--- config.mk ---
export PLATFORM = sky130hd
export DESIGN_NAME = serial_frame_rx
export DESIGN_NICKNAME = d
export VERILOG_FILES = /design/src/rtl/serial_frame_rx.sv
export SDC_FILE = /design/constraint.sdc
export NUM_CORES = 1
export LEC_CHECK = 0
export ABC_AREA = 0
export BUFFER_PORTS_ARGS = -buffer_cell sky130_fd_sc_hd__buf_2
export CAP_MARGIN = 20
export CORE_MARGIN = 5
export CORE_UTILIZATION = 53
export CTS_BUF_LIST = sky130_fd_sc_hd__clkbuf_8 sky130_fd_sc_hd__clkbuf_16
export CTS_CLUSTER_DIAMETER = 50
export CTS_CLUSTER_SIZE = 25
export DETAILED_ROUTE_END_ITERATION = 10
export PLACE_DENSITY = 0.75
export SETUP_SLACK_MARGIN = 0.02
export SLEW_MARGIN = 20
export SYNTH_ARGS = -nofsm -noshare
export SYNTH_HDL_FRONTEND = slang
export SYNTH_SLANG_ARGS = --single-unit
--- constraint.sdc ---
create_clock -name clk -period 1.6 [get_ports clk]
set_input_delay 0 -clock clk [delete_from_list [all_inputs] [get_ports clk]]
set_output_delay 0 -clock clk [all_outputs]
set_load 0.02 [all_outputs]
--- src/rtl/serial_frame_rx.sv ---
// Bit-serial frame receiver: start bit, DATA_W data bits LSB-first, stop bit; one bit per clock.
// Good words land in a single holding register behind a valid/ready handshake; framing errors and overruns pulse for one cycle.
module serial_frame_rx #(
    parameter int DATA_W = 8
) (
    input  logic              clk,
    input  logic              rst_n,
    input  logic              din,
    output logic [DATA_W-1:0] dout,
    output logic              dout_valid,
    input  logic              dout_ready,
    output logic              frame_err,
    output logic              overrun
);

    localparam int CNT_W = $clog2(DATA_W + 1);

    typedef enum logic [1:0] {
        S_IDLE,
        S_DATA,
        S_STOP,
        S_BREAK
    } state_t;

    state_t             state_q, state_d;
    logic [DATA_W-1:0]  shreg_q, shreg_d;
    logic [CNT_W-1:0]   bit_cnt_q, bit_cnt_d;
    logic [DATA_W-1:0]  dout_q, dout_d;
    logic               dout_valid_q, dout_valid_d;
    logic               frame_err_q, frame_err_d;
    logic               overrun_q, overrun_d;
    logic               hold_free;

    // The holding register can take a new word on the same edge the old one is consumed.
    assign hold_free = !dout_valid_q || dout_ready;

    always_comb begin
        state_d      = state_q;
        shreg_d      = shreg_q;
        bit_cnt_d    = bit_cnt_q;
        dout_d       = dout_q;
        dout_valid_d = dout_valid_q;
        frame_err_d  = 1'b0;
        overrun_d    = 1'b0;

        if (dout_valid_q && dout_ready) begin
            dout_valid_d = 1'b0;
        end

        case (state_q)
            S_IDLE: begin
                if (!din) begin
                    state_d   = S_DATA;
                    bit_cnt_d = '0;
                end
            end
            S_DATA: begin
                shreg_d[DATA_W-1] = din;
                for (int i = 0; i < DATA_W - 1; i++) begin
                    shreg_d[i] = shreg_q[i+1];
                end
                bit_cnt_d = bit_cnt_q + CNT_W'(1);
                if (bit_cnt_q == CNT_W'(DATA_W - 1)) begin
                    state_d = S_STOP;
                end
            end
            S_STOP: begin
                if (din) begin
                    if (hold_free) begin
                        dout_d       = shreg_q;
                        dout_valid_d = 1'b1;
                    end else begin
                        overrun_d = 1'b1;
                    end
                    state_d = S_IDLE;
                end else begin
                    frame_err_d = 1'b1;
                    state_d     = S_BREAK;
                end
            end
            S_BREAK: begin
                // A held-low line must return high before another start bit counts.
                if (din) begin
                    state_d = S_IDLE;
                end
            end
            default: begin
                state_d = S_IDLE;
            end
        endcase
    end

    always_ff @(posedge clk or negedge rst_n) begin
        if (!rst_n) begin
            state_q      <= S_IDLE;
            shreg_q      <= '0;
            bit_cnt_q    <= '0;
            dout_q       <= '0;
            dout_valid_q <= 1'b0;
            frame_err_q  <= 1'b0;
            overrun_q    <= 1'b0;
        end else begin
            state_q      <= state_d;
            shreg_q      <= shreg_d;
            bit_cnt_q    <= bit_cnt_d;
            dout_q       <= dout_d;
            dout_valid_q <= dout_valid_d;
            frame_err_q  <= frame_err_d;
            overrun_q    <= overrun_d;
        end
    end

    assign dout       = dout_q;
    assign dout_valid = dout_valid_q;
    assign frame_err  = frame_err_q;
    assign overrun    = overrun_q;

endmodule

==> results.json <==
{
  "cap_violations": 0,
  "total_die_area_um2": 2791,
  "crit_start": "state_q[0]",
  "floorplan.rows": 15,
  "power.share.sequential": 0.500,
  "timing.critical_path.to_type": "flip-flop",
  "ant_nets": 0,
  "switchingPower_mw": 0.7131,
  "timing.setup.critical_path_class": "flip-flop to flip-flop",
  "grt.overflow.total": 0,
  "max_slew_margin": 0.6458,
  "routed_wl_um": 1441,
  "cts_buffers": 3,
  "cts.sinks": 25,
  "globalRouteTotalUtil": 0.1255,
  "synth.cell_area_um2": 972.2,
  "clock_root_buffer_master": "clkbuf_8",
  "antenna-diode-count": 0,
  "multi_input_gate_area_in_the_final_layout_um2": 332.8,
  "fp.dieW_um": 52.83,
  "crit_path_max_fanout": 8,
  "cellInternalPower_mw": 1.422,
  "synth_commonest_cells": "25 x dfrtp_1, 16 x mux2_1",
  "netlist_instances": 68,
  "synthesized_netlist_net_count": 73,
  "ys_seq_area_frac": 0.6435,
  "synth_area_leaders": "dfrtp_1 64%, mux2_1 19%, ha_1 1.3%",
  "final_cells": 112,
  "period_minus_slack_ps": 1418,
  "nFillCells": 145,
  "postSynthAreaPerCell_um2": 14.30,
  "antenna_found_initial": 0,
  "clock_slew_seen_by_the_registers_of_the_worst_setup_and_hold_paths_ps": 80,
  "hold_path_class": "input port to flip-flop",
  "drt_pre_antenna_iters": 4,
  "peakVddDrop_v": 0.0009330,
  "run_status": "completed",
  "syn2layout_area_growth_pct": 16.86,
  "routed_wire_length_per_instance_um": 12.87,
  "netlist-cell-type-count": 21,
  "dpl.hpwl_um": 1025,
  "static-leakage-power_nw": 0.5635,
  "hold_end": "overrun",
  "launching_point_of_the_worst_reg2reg_path": "state_q[0]",
  "rr_worst_depth": 4,
  "period_share": 0.8865,
  "grt_max_degree": 26,
  "internal_reg_to_reg_setup_slack_ps": 180,
  "htreeDepth": 1,
  "combinationalPowerShare": 0.338,
  "synthMostInstantiatedCell": "dfrtp_1",
  "cts_tree": "done",
  "finalNetCount": 93,
  "dp_cells": 106,
  "dominantRegCellSynth": "dfrtp_1",
  "postSynth.asyncResetShare": 1.000,
  "num_io_pins": 15,
  "setup_skew_ps": 1.501,
  "finalHoldViolCount": 0,
  "yosys.area.top_type": "dfrtp_1",
  "placeableCoreArea_um2": 1727,
  "synth_seq_cells": 25,
  "worst_slew_pin_slew_ps": 531.3,
  "synth_largest_type_area_fraction": 0.6435,
  "route.detailed.drc": 0,
  "hold_path_startpoint": "dout_ready",
  "grt_first_pass_wirelength_um": 2477,
  "drive_gt1_frac": 0.2184,
  "net_sw_frac": 0.3340,
  "start_util": 0.5630,
  "final_setup_violation_count": 0,
  "cp_data_arrival_time_ps": 1560,
  "power_density_nw_per_um2": 1879,
  "gp_congestion": 0.8089,
  "first_global_vias": 580,
  "fin_setup_tns_ps": 0,
  "vias_per_cell": 5.170,
  "worst_r2r_endpoint": "dout[4]",
  "synth_enable_flop_cells": 0,
  "synthesis.yosys.warnings": 0,
  "portBuffers": 14,
  "detailed_route_via_count": 579,
  "hold_path_depth": 3,
  "max-clock-path-buffers": 2,
  "worst_setup_path_start_kind": "flip-flop",
  "die_h_um": 52.83,
  "area.sequential_um2": 625.6,
  "clk_latency_ps": 260,
  "grt_setup_unrepaired": "false",
  "worstPathRequired_ps": 1740,
  "final-max-slew-violation-count": 0,
  "drtIter0Drc": 3,
  "achievable-frequency_mhz": 705.0,
  "clockPowerShare": 0.162
}
-- power by group through the flow --
stage	sequential [mW]	combinational, mW	clock, mW
floorplan	1.13	0.484	0
global placement	1.07	0.713	0
detailed placement	1.09	0.734	0
CTS	1.07	0.740	0.366
global route	1.11	0.799	0.391
finish	1.07	0.721	0.346
-- repair_timing --
action                                 4_1_cts  5_1_grt
resized for setup                            0        0
endpoints found under the hold margin       28        0
buffers inserted                             0        0
hold buffers                                 2        0
-- worst max-delay path: stages (launching register included) --
cell and delay, ps:
dfrtp_1 440, nand3b_1 220, nor2b_1 130, buf_4 180
mux2_1 330
-- cells in the final DEF (no fill, tap or decap), types with 3 or more instances in the layout --
| master | instances |
|---|---|
| buf_2 | 14 |
| dfrtp_1 | 25 |
| mux2_1 | 16 |
| clkbuf_8 | 3 |
-- sequential cells by signal (all words and copies together) (netlist names) --
register    flops
bit_cnt_q       4
dout            8
dout_valid      1
frame_err       1
overrun         1
shreg_q         8
state_q         2
-- layer usage --
layer | wire length (µm) | vias up | GRT usage | share of wire
li1 | - | 279 | - | -
met1 | 679 | 282 | 0.1615 | 0.47
met2 | 647 | 16 | 0.1860 | 0.45
met3 | 92 | 2 | 0.03419 | 0.064
met4 | 21 | 0 | 0.07660 | 0.015
met5 | 0 | - | 0 | 0
-- how the worst max path moves through the flow --
stage / endpoint / slack, ps
global route: dout[6] / 30
CTS: dout[4] / 160
floorplan: dout[0] / 260
detailed placement: dout[4] / 180
global placement: dout[7] / 210
finish: dout[4] / 180
-- cells by family after synthesis --
| logic type | after synthesis | synth area share |
|---|---|---|
| DFF | 25 | 0.6435 |
| muxes | 17 | 0.1969 |
| and+or+nand+nor | 14 | 0.07594 |
| AOI/OAI and AO/OA | 8 | 0.05663 |
| buffers and inverters | 3 | 0.01415 |
| adders and majority gates | 1 | 0.01287 |
-- layout make-up --
type | instances | share of cell area
inverter | 1 | 0.003304
multi-input combinational | 40 | 0.2930
clock inverter | 1 | 0.003304
tap | 25 | 0.02753
timing repair buffer | 17 | 0.08590
sequential | 25 | 0.5507
clock buffer | 3 | 0.03634
-- metrics by stage --
step	util	hold WS [ps]	cell area, µm²	power (mW)	worst slack (ps)
floorplan	-	-295.6	972.2	1.616	257.9
global placement	0.6203	4.271	1071	1.783	212.0
detailed placement	0.6203	10.84	1071	1.820	177.7
CTS	0.6580	12.86	1136	2.176	163.0
global route	0.6580	51.52	1136	2.301	31.94
finish	0.6580	15.47	1136	2.135	181.6
No activity file was read; power rests on OpenSTA's default activity.
